==> src/rtl/calc_pkg.sv <==
// Shared calculator definitions: operator encodings, response status codes
// and the dispatch controller state encoding.
package calc_pkg;

    localparam logic [2:0] OP_ADD = 3'b001;
    localparam logic [2:0] OP_SUB = 3'b010;
    localparam logic [2:0] OP_MUL = 3'b100;

    typedef enum logic [1:0] {
        ST_OK       = 2'b00,
        ST_OVERFLOW = 2'b01,
        ST_BAD_OP   = 2'b10,
        ST_TIMEOUT  = 2'b11
    } status_t;

    typedef enum logic [1:0] {
        S_IDLE,
        S_ISSUE,
        S_WAIT,
        S_RESP
    } disp_state_t;

    // Only the three one-hot encodings are legal operators
    function automatic logic is_valid_op(input logic [2:0] op);
        return (op == OP_ADD) || (op == OP_SUB) || (op == OP_MUL);
    endfunction

endpackage

==> src/rtl/alu_dispatch_if.sv <==
// Bundle of request, response and arithmetic-unit signals around alu_dispatch.
// The slave modport is the controller's view; master is the surrounding system.
interface alu_dispatch_if #(
    parameter int WIDTH = 16
);
    logic             req_valid;
    logic             req_ready;
    logic [2:0]       req_op;
    logic [WIDTH-1:0] req_a;
    logic [WIDTH-1:0] req_b;

    logic [WIDTH-1:0] add_in1;
    logic [WIDTH-1:0] add_in2;
    logic             add_sub;
    logic             add_start;
    logic [WIDTH-1:0] add_out;
    logic             add_finish;

    logic [WIDTH-1:0] mul_in1;
    logic [WIDTH-1:0] mul_in2;
    logic             mul_start;
    logic [WIDTH-1:0] mul_out;
    logic             mul_finish;

    logic             rsp_valid;
    logic             rsp_ready;
    logic [WIDTH-1:0] rsp_result;
    logic [1:0]       rsp_status;
    logic             busy;

    modport slave (
        input  req_valid, req_op, req_a, req_b,
        input  add_out, add_finish, mul_out, mul_finish, rsp_ready,
        output req_ready, add_in1, add_in2, add_sub, add_start,
        output mul_in1, mul_in2, mul_start,
        output rsp_valid, rsp_result, rsp_status, busy
    );

    modport master (
        output req_valid, req_op, req_a, req_b,
        output add_out, add_finish, mul_out, mul_finish, rsp_ready,
        input  req_ready, add_in1, add_in2, add_sub, add_start,
        input  mul_in1, mul_in2, mul_start,
        input  rsp_valid, rsp_result, rsp_status, busy
    );

endinterface

==> src/rtl/add_ovf_detect.sv <==
// Two's-complement overflow detector for an adder/subtractor result.
// Purely combinational so it can be shared with other accumulating blocks.
module add_ovf_detect #(
    parameter int WIDTH = 16
) (
    input  logic [WIDTH-1:0] a,
    input  logic [WIDTH-1:0] b,
    input  logic [WIDTH-1:0] r,
    input  logic             sub,
    output logic             ovf
);

    logic sign_a;
    logic sign_b;
    logic sign_r;

    assign sign_a = a[WIDTH-1];
    assign sign_b = b[WIDTH-1];
    assign sign_r = r[WIDTH-1];

    // Subtraction flips the effective sign of b
    assign ovf = sub ? ((sign_a != sign_b) && (sign_r != sign_a))
                     : ((sign_a == sign_b) && (sign_r != sign_a));

endmodule

==> src/rtl/alu_dispatch.sv <==
// Dispatch controller: accepts one operation, starts the selected arithmetic
// unit, waits for its finish with a timeout and returns result plus status.
module alu_dispatch
    import calc_pkg::*;
#(
    parameter int WIDTH   = 16,
    parameter int TIMEOUT = 255
) (
    input logic         clk,
    input logic         nRST,
    alu_dispatch_if.slave bus
);

    localparam int CNT_W = $clog2(TIMEOUT + 1);

    disp_state_t      state;
    disp_state_t      state_next;
    logic [2:0]       op_reg;
    logic [WIDTH-1:0] a_reg;
    logic [WIDTH-1:0] b_reg;
    logic [CNT_W-1:0] wait_cnt;
    logic [WIDTH-1:0] result_reg;
    status_t          status_reg;
    logic             rsp_valid_reg;
    logic             add_start_reg;
    logic             mul_start_reg;
    logic             add_sub_reg;
    logic [WIDTH-1:0] add_in1_reg;
    logic [WIDTH-1:0] add_in2_reg;
    logic [WIDTH-1:0] mul_in1_reg;
    logic [WIDTH-1:0] mul_in2_reg;

    logic accept;
    logic unit_finish;
    logic timed_out;
    logic ovf;
    logic is_sub;

    assign is_sub = (op_reg == OP_SUB);

    add_ovf_detect #(.WIDTH(WIDTH)) u_ovf (
        .a   (a_reg),
        .b   (b_reg),
        .r   (bus.add_out),
        .sub (is_sub),
        .ovf (ovf)
    );

    always_ff @(posedge clk) begin
        if (nRST) state <= S_IDLE;
        else      state <= state_next;
    end

    // Only the finish of the unit that was started is ever looked at
    always_comb begin
        state_next  = state;
        accept      = 1'b0;
        unit_finish = 1'b0;
        timed_out   = 1'b0;
        unique case (state)
            S_IDLE: begin
                if (bus.req_valid && bus.req_ready) begin
                    accept     = 1'b1;
                    state_next = is_valid_op(bus.req_op) ? S_ISSUE : S_RESP;
                end
            end
            S_ISSUE: state_next = S_WAIT;
            S_WAIT: begin
                unit_finish = (op_reg == OP_MUL) ? bus.mul_finish : bus.add_finish;
                if (unit_finish) begin
                    state_next = S_RESP;
                end else if (wait_cnt == CNT_W'(TIMEOUT - 1)) begin
                    timed_out  = 1'b1;
                    state_next = S_RESP;
                end
            end
            S_RESP: begin
                if (bus.rsp_ready) state_next = S_IDLE;
            end
            default: state_next = S_IDLE;
        endcase
    end

    // Unit operand registers only change when that unit is selected
    always_ff @(posedge clk) begin
        if (nRST) begin
            op_reg        <= '0;
            a_reg         <= '0;
            b_reg         <= '0;
            wait_cnt      <= '0;
            result_reg    <= '0;
            status_reg    <= ST_OK;
            rsp_valid_reg <= 1'b0;
            add_start_reg <= 1'b0;
            mul_start_reg <= 1'b0;
            add_sub_reg   <= 1'b0;
            add_in1_reg   <= '0;
            add_in2_reg   <= '0;
            mul_in1_reg   <= '0;
            mul_in2_reg   <= '0;
        end else begin
            add_start_reg <= 1'b0;
            mul_start_reg <= 1'b0;
            if (accept) begin
                op_reg <= bus.req_op;
                a_reg  <= bus.req_a;
                b_reg  <= bus.req_b;
                if (!is_valid_op(bus.req_op)) begin
                    result_reg    <= '0;
                    status_reg    <= ST_BAD_OP;
                    rsp_valid_reg <= 1'b1;
                end else if (bus.req_op == OP_MUL) begin
                    mul_start_reg <= 1'b1;
                    mul_in1_reg   <= bus.req_a;
                    mul_in2_reg   <= bus.req_b;
                end else begin
                    add_start_reg <= 1'b1;
                    add_sub_reg   <= (bus.req_op == OP_SUB);
                    add_in1_reg   <= bus.req_a;
                    add_in2_reg   <= bus.req_b;
                end
            end
            if (state == S_ISSUE) wait_cnt <= '0;
            if (state == S_WAIT) begin
                if (unit_finish) begin
                    result_reg    <= (op_reg == OP_MUL) ? bus.mul_out : bus.add_out;
                    status_reg    <= ((op_reg != OP_MUL) && ovf) ? ST_OVERFLOW : ST_OK;
                    rsp_valid_reg <= 1'b1;
                end else if (timed_out) begin
                    result_reg    <= '0;
                    status_reg    <= ST_TIMEOUT;
                    rsp_valid_reg <= 1'b1;
                end else begin
                    wait_cnt <= wait_cnt + 1'b1;
                end
            end
            if ((state == S_RESP) && bus.rsp_ready) rsp_valid_reg <= 1'b0;
        end
    end

    assign bus.req_ready  = (state == S_IDLE) && !nRST;
    assign bus.busy       = (state != S_IDLE);
    assign bus.rsp_valid  = rsp_valid_reg;
    assign bus.rsp_result = result_reg;
    assign bus.rsp_status = status_reg;
    assign bus.add_start  = add_start_reg;
    assign bus.mul_start  = mul_start_reg;
    assign bus.add_sub    = add_sub_reg;
    assign bus.add_in1    = add_in1_reg;
    assign bus.add_in2    = add_in2_reg;
    assign bus.mul_in1    = mul_in1_reg;
    assign bus.mul_in2    = mul_in2_reg;

endmodule

==> src/flat_wrapper.sv <==
// flat-port wrapper written by rule: the top's interface ports become plain ports
module alu_dispatch_flat import calc_pkg::*;
#(
    parameter int WIDTH   = 16,
    parameter int TIMEOUT = 255
)
  (clk, nRST, bus_req_valid, bus_req_op, bus_req_a, bus_req_b, bus_add_out, bus_add_finish, bus_mul_out, bus_mul_finish, bus_rsp_ready, bus_req_ready, bus_add_in1, bus_add_in2, bus_add_sub, bus_add_start, bus_mul_in1, bus_mul_in2, bus_mul_start, bus_rsp_valid, bus_rsp_result, bus_rsp_status, bus_busy);
  alu_dispatch_if #(.WIDTH(WIDTH)) bus_i ();
  input logic clk;
  input logic nRST;
  input wire logic [$bits(bus_i.req_valid)-1:0] bus_req_valid;
  input wire logic [$bits(bus_i.req_op)-1:0] bus_req_op;
  input wire logic [$bits(bus_i.req_a)-1:0] bus_req_a;
  input wire logic [$bits(bus_i.req_b)-1:0] bus_req_b;
  input wire logic [$bits(bus_i.add_out)-1:0] bus_add_out;
  input wire logic [$bits(bus_i.add_finish)-1:0] bus_add_finish;
  input wire logic [$bits(bus_i.mul_out)-1:0] bus_mul_out;
  input wire logic [$bits(bus_i.mul_finish)-1:0] bus_mul_finish;
  input wire logic [$bits(bus_i.rsp_ready)-1:0] bus_rsp_ready;
  output wire logic [$bits(bus_i.req_ready)-1:0] bus_req_ready;
  output wire logic [$bits(bus_i.add_in1)-1:0] bus_add_in1;
  output wire logic [$bits(bus_i.add_in2)-1:0] bus_add_in2;
  output wire logic [$bits(bus_i.add_sub)-1:0] bus_add_sub;
  output wire logic [$bits(bus_i.add_start)-1:0] bus_add_start;
  output wire logic [$bits(bus_i.mul_in1)-1:0] bus_mul_in1;
  output wire logic [$bits(bus_i.mul_in2)-1:0] bus_mul_in2;
  output wire logic [$bits(bus_i.mul_start)-1:0] bus_mul_start;
  output wire logic [$bits(bus_i.rsp_valid)-1:0] bus_rsp_valid;
  output wire logic [$bits(bus_i.rsp_result)-1:0] bus_rsp_result;
  output wire logic [$bits(bus_i.rsp_status)-1:0] bus_rsp_status;
  output wire logic [$bits(bus_i.busy)-1:0] bus_busy;
  assign bus_i.req_valid = bus_req_valid;
  assign bus_i.req_op = bus_req_op;
  assign bus_i.req_a = bus_req_a;
  assign bus_i.req_b = bus_req_b;
  assign bus_i.add_out = bus_add_out;
  assign bus_i.add_finish = bus_add_finish;
  assign bus_i.mul_out = bus_mul_out;
  assign bus_i.mul_finish = bus_mul_finish;
  assign bus_i.rsp_ready = bus_rsp_ready;
  assign bus_req_ready = bus_i.req_ready;
  assign bus_add_in1 = bus_i.add_in1;
  assign bus_add_in2 = bus_i.add_in2;
  assign bus_add_sub = bus_i.add_sub;
  assign bus_add_start = bus_i.add_start;
  assign bus_mul_in1 = bus_i.mul_in1;
  assign bus_mul_in2 = bus_i.mul_in2;
  assign bus_mul_start = bus_i.mul_start;
  assign bus_rsp_valid = bus_i.rsp_valid;
  assign bus_rsp_result = bus_i.rsp_result;
  assign bus_rsp_status = bus_i.rsp_status;
  assign bus_busy = bus_i.busy;
  alu_dispatch #(.WIDTH(WIDTH), .TIMEOUT(TIMEOUT)) u_core (.clk(clk), .nRST(nRST), .bus(bus_i));
endmodule
==> config.mk <==
export PLATFORM = sky130hd
export DESIGN_NAME = alu_dispatch_flat
export DESIGN_NICKNAME = d
export VERILOG_FILES = /design/src/rtl/calc_pkg.sv /design/src/rtl/alu_dispatch_if.sv /design/src/rtl/add_ovf_detect.sv /design/src/rtl/alu_dispatch.sv /design/src/flat_wrapper.sv
export SDC_FILE = /design/constraint.sdc
export NUM_CORES = 1
export LEC_CHECK = 0
export BUFFER_PORTS_ARGS = -buffer_cell sky130_fd_sc_hd__buf_2
export CAP_MARGIN = 40
export CORE_MARGIN = 5
export CORE_UTILIZATION = 45
export DETAILED_ROUTE_END_ITERATION = 16
export PLACE_DENSITY = 0.73
export SKIP_LAST_GASP = 1
export SYNTH_ARGS = -nofsm -noshare
export SYNTH_HDL_FRONTEND = slang
export SYNTH_SLANG_ARGS = --single-unit
==> constraint.sdc <==
create_clock -name clk -period 2.65 [get_ports clk]
set_clock_uncertainty 0.05 [all_clocks]
set_input_delay 0.265 -clock clk [delete_from_list [all_inputs] [get_ports clk]]
set_output_delay 0.265 -clock clk [all_outputs]
set_load 0.03 [all_outputs]
* After elaboration in Yosys (flattened, before gate mapping)
Cells that the tools add are included.
** Storage, ports and cells
- Flip-flop bits (word level) :: 131
- Bits of input ports :: 73
- Logic and storage cells :: 88
- Output and inout bits :: 88
** Cells by class
- Add/subtract/negate cells :: 1
- Equality and inequality tests :: 16
- Muxes and demuxes :: 37
- Bitwise logic cells :: 3
- Reductions and logical operators :: 16
** Operators with widths (number)
- 2-to-1 mux 16 bit :: 6
- 2-to-1 mux 8 bit :: 4
- 2-to-1 mux 2 bit :: 10
- 2-to-1 mux 1 bit :: 16
- AND reduction 3 bit :: 3
- adder 8 x 1 -> 8 bit, second input constant :: 1
- equality test 8 bit, second input constant :: 1
- case mux 2 bit (4 select lines) :: 1
- equality test 3 x 2 -> 1 bit, second input constant :: 2
- equality test 3 bit, second input constant :: 2
- logical AND 1 bit :: 6
- equality test 2 bit, second input constant :: 2
- equality test 3 x 1 -> 1 bit, second input constant :: 1
- != test 3 x 1 -> 1 bit, second input constant :: 1
- != test 3 bit, second input constant :: 1
- inverter 1 bit :: 3
- OR reduction 3 bit :: 1
- equality test 2 x 1 -> 1 bit, second input constant :: 1
- logical NOT 2 bit :: 1
- logical OR 1 bit :: 2
- != test 1 bit :: 2
- != test 2 x 1 -> 1 bit, second input constant :: 1
- != test 2 bit, second input constant :: 1
- nonzero test 2 bit :: 1
- other kinds (3) :: 3

* Longest topological paths before layout
Gate-level depths: netlist of run 1.
- Depth in word-level cells :: 9
- Mapped depth :: 10

* Modules after synthesis
Synthesis of run 1 repeated with hierarchy kept, for this count alone.
** Second synthesis, totals
- Cells, all modules :: 618
- Area, all modules :: 5044.8 µm²
** By module, submodules not included
- alu_dispatch :: sequential area each 2622.5 µm², cells each 614, instances 1, area each 5011.1 µm²
- add_ovf_detect :: sequential area each 0.0 µm², cells each 4, instances 1, area each 33.8 µm²

* Worst setup path after synthesis of run 1
No wires, ideal clock.
- Kind :: register to register
- Start point :: reg u_core.state[0]
- End point :: reg u_core.add_in1_reg[10] (netlist: u_core.bus.add_in1[10])
- Setup time :: 0.132 ns
- Stages on the path, launching flop included :: 10
- Required time :: 2.468 ns
- Slack :: 0.819 ns
- Period minus slack after synthesis :: 1.831 ns
- Arrival time :: 1.649 ns
- Buffers on the path :: 3
- Cell sequence :: dfxtp_1 inv_1 ha_1 nand3b_1 buf_2 or3_1 buf_2 clkbuf_1 nand2_1 a21oi_1
** Between the ends
- Word-level cells in the longest chain between the ends :: 6
** Ends and longest elaborated chain
- start, declared :: RTL line alu_dispatch.sv:16 : disp_state_t state;
- start signal, assigned :: RTL line alu_dispatch.sv:51 : else state <= state_next;
- logical NOT 2 bit * :: RTL line alu_dispatch.sv:60, alu_dispatch.sv:141
- logical AND 1 bit :: RTL line alu_dispatch.sv:141 : assign bus.req_ready = (state == S_IDLE) && !nRST;
- logical AND 1 bit :: RTL line alu_dispatch.sv:62 : if (bus.req_valid && bus.req_ready) begin
- 2-to-1 mux 1 bit :: RTL line alu_dispatch.sv:62
- 2-to-1 mux 1 bit * :: RTL line alu_dispatch.sv:60 : unique case (state)
- AND reduction 3 bit (no source line) *
- end signal, assigned :: RTL line alu_dispatch.sv:119 : add_in1_reg <= bus.req_a;
- end, declared :: RTL line alu_dispatch.sv:28 : logic [WIDTH-1:0] add_in1_reg;
Mark *: on every way between the ends. The rest lies on a longest branch, timed or not.
A chain may end at the register's enable or synchronous reset.

* Final worst setup path of run 1
- Start point :: reg u_core.state[0]
- End point :: reg u_core.add_in1_reg[12] (netlist: u_core.bus.add_in1[12])
Same word-level chain as after synthesis.

==> flow_summary.json, run 1 <==
{
  "status": "finished, final reports clean",
  "cts_hold_buf": 0,
  "endpoint_kind": "flop",
  "synth-edff-count": 0,
  "synth_ff_type": "dfxtp_1",
  "layout_common_cells": "buf_2, nand2_1, dfxtp_1",
  "wl_met1_mm": 4.58,
  "syn_area_um2": 4120,
  "vias_per_cell": 5.08,
  "root_buffer": "clkbuf_8",
  "wl_per_cell_um": 14.3,
  "drc": 0,
  "grt_usage_pct": 19.3,
  "setup_ws_ns": 0.323,
  "relSlewSlack_pct": 57.4,
  "finalMaxSlewViolations": 0,
  "io_buffers": 160,
  "cp-start-kind": "flop",
  "first_pass_iters": 4,
  "wl_mm": 10.9,
  "met3WireLength_um": 971,
  "pin_count": 161,
  "htreeDepth": 3,
  "synth_fa_ha_area_share_pct": 2.13,
  "clk_pin_slew_ns": 0.10,
  "cts_sinks": 101,
  "vias": 3857,
  "setup_viol": 0,
  "grt_antenna_before_repair": 0,
  "crit_type": "flop to flop",
  "hp-class": "input pin to flop",
  "grt_max_degree": 62,
  "initial_core_util_pct": 45.4,
  "grt-ovfl-total": 0,
  "p_leak_nw": 2.20,
  "dr_wl_met2_mm": 5.13,
  "postCtsSetupBuffers": 0,
  "die_y_um": 106,
  "layout_commonest_cell": "buf_2",
  "grt_setup_unrepaired": "no",
  "worst_pin_slew_ns": 0.638,
  "synthXorXnorAreaFrac_pct": 0.851,
  "drtIter0Drc": 214,
  "clock_path_buffers": 2,
  "power_density_nw_per_um2": 683,
  "fp.dieW_um": 106,
  "cts_buffers": 9,
  "synth_top_area_cell": "dfxtp_1",
  "syn_inst": 496,
  "clk_latency_ns": 0.35,
  "ir_worst_vdd_mv": 0.367,
  "timing.setup.tns_ns": 0,
  "ant_nets": 0,
  "yosysSeqAreaShare_pct": 49.1,
  "core_area_um2": 9060,
  "clock.fmax_mhz": 430,
  "layout.nets": 724,
  "synth-compound-area-share_pct": 17.9,
  "grt_pass1_vias": 3804,
  "synthArstFlopShare_pct": 0,
  "ctsResizeCount": 0,
  "place_worst_setup_slack_ns": 0.310,
  "top_layer_used": "met4",
  "die-area_um2": 11200,
  "cp_max_fo": 33,
  "drive_gt1_share_pct": 29.3,
  "dp_hpwl_mm": 7.87,
  "synth_mux_area_share_pct": 5.08,
  "min_period_ns": 2.33,
  "post_synth.cell_area_avg_um2": 8.30,
  "synth_nets": 576,
  "ys_ff_latch": 101,
  "synth_top_cell_area_share_pct": 49.1,
  "syn_to_final_growth_pct": 25.4,
  "routabilityCongestion": 0.801,
  "synth_area_leaders": "dfxtp_1, nand2_1, a21oi_1",
  "hold_viol_final": 0,
  "finalCritPeriodShare_pct": 87.8,
  "yosysWarningCount": 0,
  "required_ns": 2.88,
  "ys_types": 41,
  "cts_tree": "done",
  "synthSimpleGateAreaFrac_pct": 18.6,
  "synth_top_family_by_area": "simple AND/OR/NAND/NOR gates",
  "crit_arrival_ns": 2.56,
  "rows": 35,
  "drv_cap": 0,
  "num_antenna_cells": 0,
  "grt_pass1_wl_mm": 17.8
}
[routing by layer]
metal  vias up  global-route usage (%)
met2       137                    32.5
met1      1740                    22.7
met5         -                       0
met3        18                    6.37
li1       1962                       -
met4         0                    7.31
[Yosys cell counts, types with 3 or more instances]
master and count:
or3_1 5, nor2_1 5, ha_1 7, dfxtp_1 101, nor2b_1 8, a21oi_1 79, clkbuf_1 15, buf_2 7
buf_6 5, o21a_1 3, mux2i_1 16, inv_1 25, nand2b_1 5, xnor2_1 3, o21ai_0 12, nand2_1 138
o22ai_1 18, nor3_1 3, nand3_1 13
[critical path, stage by stage (launching register included)]
cell and delay (ns):
dfxtp_1 0.34, inv_1 0.13, ha_1 0.23, nand3b_1 0.29, or3_1 0.47, inv_2 0.46, nand2_1 0.11, a21oi_1 0.16
[metrics by stage]
stage	total power, W	hold WS, ns	cell area [um^2]	utilization (%)	cells
2_1_floorplan	0.00227	0.314	4120	-	496
3_3_place_gp	0.00250	0.389	4950	54.6	744
3_5_place_dp	0.00253	0.394	4950	54.6	744
4_1_cts	0.00356	0.0620	5160	57.0	760
5_1_grt	0.00373	0.0670	5160	57.0	760
6_report	0.00353	0.0913	5160	57.0	760
[cell families (layout without fill, tap and decap cells)]
family	Yosys count	count (layout)
AO/OA/AOI/OAI	128	128
XOR/XNOR	4	4
adder cells (fa/ha/maj)	7	7
buffers and inverters	56	209
flip-flops	101	101
multiplexers	19	19
AND/OR/NAND/NOR	181	181
[power by group]
group,switching [W],total (W),internal (W)
clock network,0.000554,0.00103,0.000481
logic,0.000544,0.000824,0.000280
registers,0.0000622,0.00167,0.00161
total,0.00116,0.00353,0.00237
[cell type report]
cell class	count	area, um^2
well taps	111	139
clock inverters	6	77.6
clock buffers	10	138
repair buffers	166	846
flip-flops and latches	101	2020
multi-input cells	339	1840
fillers	827	3900
inverters	27	101
[worst paths after layout]
path | endpoint | depth (start not counted) | from | slack [ns]
max | u_core.bus.add_in1[12]$_SDFFE_PP0P_ | 7 | u_core.state[0]$_SDFFE_PP0P_ | 0.32
min | u_core.a_reg[15]$_SDFFE_PP0N_ | 3 | bus_req_a[15] | 0.09
max reg2reg | u_core.bus.add_in1[12]$_SDFFE_PP0P_ | 7 | u_core.state[0]$_SDFFE_PP0P_ | 0.32
min reg2reg | u_core.bus.add_in2[1]$_SDFFE_PP0P_ | 2 | u_core.bus.add_in2[1]$_SDFFE_PP0P_ | 0.41
Note: power is estimated with default switching activity, not from simulation.
==> run 2, diff against run 1 <==
- CORE_MARGIN: 5 -> 2
==> flow_summary.json, run 2 (synthesis results as in run 1) <==
{
  "multi_input_area_um2": 1840,
  "vias_per_cell": 5.13,
  "core_area_um2": 8810,
  "finalCritPeriodShare_pct": 89.9,
  "reg2reg_depth": 7,
  "grt_max_degree": 47,
  "crit_arrival_ns": 2.62,
  "regArea_um2": 2020,
  "ir_worst_vdd_mv": 0.405,
  "io_buffers": 160,
  "cts_hold_buf": 0,
  "endpoint_kind": "flop",
  "layout_commonest_cell": "buf_2",
  "grt_usage_pct": 20.8,
  "worst_pin_slew_ns": 0.643,
  "die-area_um2": 9930,
  "met3WireLength_um": 889,
  "status": "finished, final reports clean",
  "min_period_ns": 2.38,
  "wl_met1_mm": 4.69,
  "required_ns": 2.89,
  "setup_viol": 0,
  "hold_viol_final": 0,
  "cts_tree": "done",
  "die_y_um": 99.6,
  "r2r_slack_ns": 0.27,
  "p_leak_nw": 2.18,
  "wl_mm": 10.5,
  "cp_slowest_cell": "inv_2",
  "critical_path_buf_inv_count": 2,
  "grt-ovfl-total": 0,
  "syn_to_final_growth_pct": 24.7,
  "drc": 0,
  "drv_cap": 0,
  "clk_pin_slew_ns": 0.10,
  "dp_hpwl_mm": 7.28,
  "cp_max_fo": 33,
  "hp-class": "input pin to flop",
  "vias": 3886,
  "root_buffer": "clkbuf_8",
  "num_antenna_cells": 0,
  "cts_buffers": 9,
  "timing.setup.tns_ns": 0,
  "crit_family": "simple AND/OR/NAND/NOR gates",
  "critPathLaunch": "u_core.state[0]$_SDFFE_PP0P_",
  "wl_per_cell_um": 13.9,
  "utilization_pct": 58.3,
  "cts_sinks": 101,
  "crit_type": "flop to flop",
  "htreeDepth": 3,
  "clock_path_buffers": 2,
  "grt_setup_unrepaired": "no",
  "postCtsSetupBuffers": 0,
  "whs_path_depth": 3,
  "finalMaxSlewViolations": 0,
  "layout_common_cells": "buf_2, nand2_1, dfxtp_1",
  "crit_chain": "inv_1 > ha_1 > nand3b_1 > or3_1 > inv_2 > nand2_1 > a21oi_1",
  "layout.nets": 724,
  "top_layer_used": "met4",
  "holdPathEnd": "u_core.a_reg[15]$_SDFFE_PP0N_",
  "rows": 34,
  "clock.fmax_mhz": 420,
  "ctsResizeCount": 0,
  "drive_gt1_share_pct": 29.3,
  "fill_cells": 828,
  "clk_latency_ns": 0.36,
  "fp.dieW_um": 99.6,
  "slowest_delay_ns": 0.49,
  "power_density_nw_per_um2": 668,
  "first_pass_iters": 4,
  "drtIter0Drc": 198,
  "relSlewSlack_pct": 57.1,
  "pin_count": 161,
  "cp-start-kind": "flop",
  "reg2reg_from": "u_core.state[0]$_SDFFE_PP0P_",
  "dr_wl_met2_mm": 4.79,
  "grt_antenna_before_repair": 0,
  "min_from": "bus_req_a[15]",
  "routabilityCongestion": 0.904,
  "grt_pass1_vias": 3647,
  "grt_pass1_wl_mm": 16.8,
  "ant_nets": 0,
  "r2r-end": "u_core.bus.mul_in2[14]$_SDFFE_PP0P_",
  "initial_core_util_pct": 46.7
}
[run 2: changes by cell type in the layout (fill, tap and decap cells not counted), sizes merged]
cell and delta:
clkinvlp +1, bufinv -1
[run 2: power by group]
group          internal (W)  leakage, nW  total, W  switching [W]
clock network      0.000383       0.0914  0.000946       0.000564
logic              0.000278         1.27  0.000815       0.000536
registers           0.00161        0.817   0.00167      0.0000611
total               0.00227         2.18   0.00343        0.00116
[run 2: metal layers]
| metal | track usage (%) | vias up |
|---|---|---|
| met5 | 0 | - |
| met4 | 8.22 | 0 |
| li1 | - | 1963 |
| met3 | 6.68 | 13 |
| met1 | 25.7 | 1773 |
| met2 | 33.9 | 137 |
[run 2: layout make-up]
cell class | count | area share (%)
timing repair buffer | 166 | 16.5
clock buffer | 10 | 2.68
clock inverter | 6 | 1.02
multi-input combinational | 339 | 35.8
inverter | 27 | 1.97
tap | 108 | 2.63
sequential | 101 | 39.4
[run 2: stage by stage]
stage	worst slack (ns)	power, W	hold WS [ns]	area, um^2	instances
6_report	0.267	0.00343	0.0751	5130	757
5_1_grt	0.0697	0.00361	0.0617	5130	757
4_1_cts	0.280	0.00345	0.0581	5130	757
3_5_place_dp	0.333	0.00252	0.395	4940	741
3_3_place_gp	0.447	0.00250	0.384	4940	741
2_1_floorplan	0.819	0.00227	0.314	4120	496
[run 2: worst max path at each step]
stage                                                endpoint  slack (ns)  depth (start not counted)
after floorplan           u_core.bus.add_in1[10]$_SDFFE_PP0P_        0.82                          9
after global placement     u_core.bus.mul_in2[5]$_SDFFE_PP0P_        0.45                          7
after detailed placement   u_core.bus.mul_in1[1]$_SDFFE_PP0P_        0.33                          7
after CTS                 u_core.bus.mul_in2[14]$_SDFFE_PP0P_        0.28                          7
after global routing      u_core.bus.mul_in2[14]$_SDFFE_PP0P_        0.07                          7
final                     u_core.bus.mul_in2[14]$_SDFFE_PP0P_        0.27                          7
[run 2: worst reg2reg max path, delay by kind of cell, from the launching register on]
family	cells	cell delay (ns)
buffers and inverters	2	0.61
AO/OA/AOI/OAI	1	0.16
adder cells (fa/ha/maj)	1	0.22
AND/OR/NAND/NOR	3	0.93
flip-flops	1	0.35
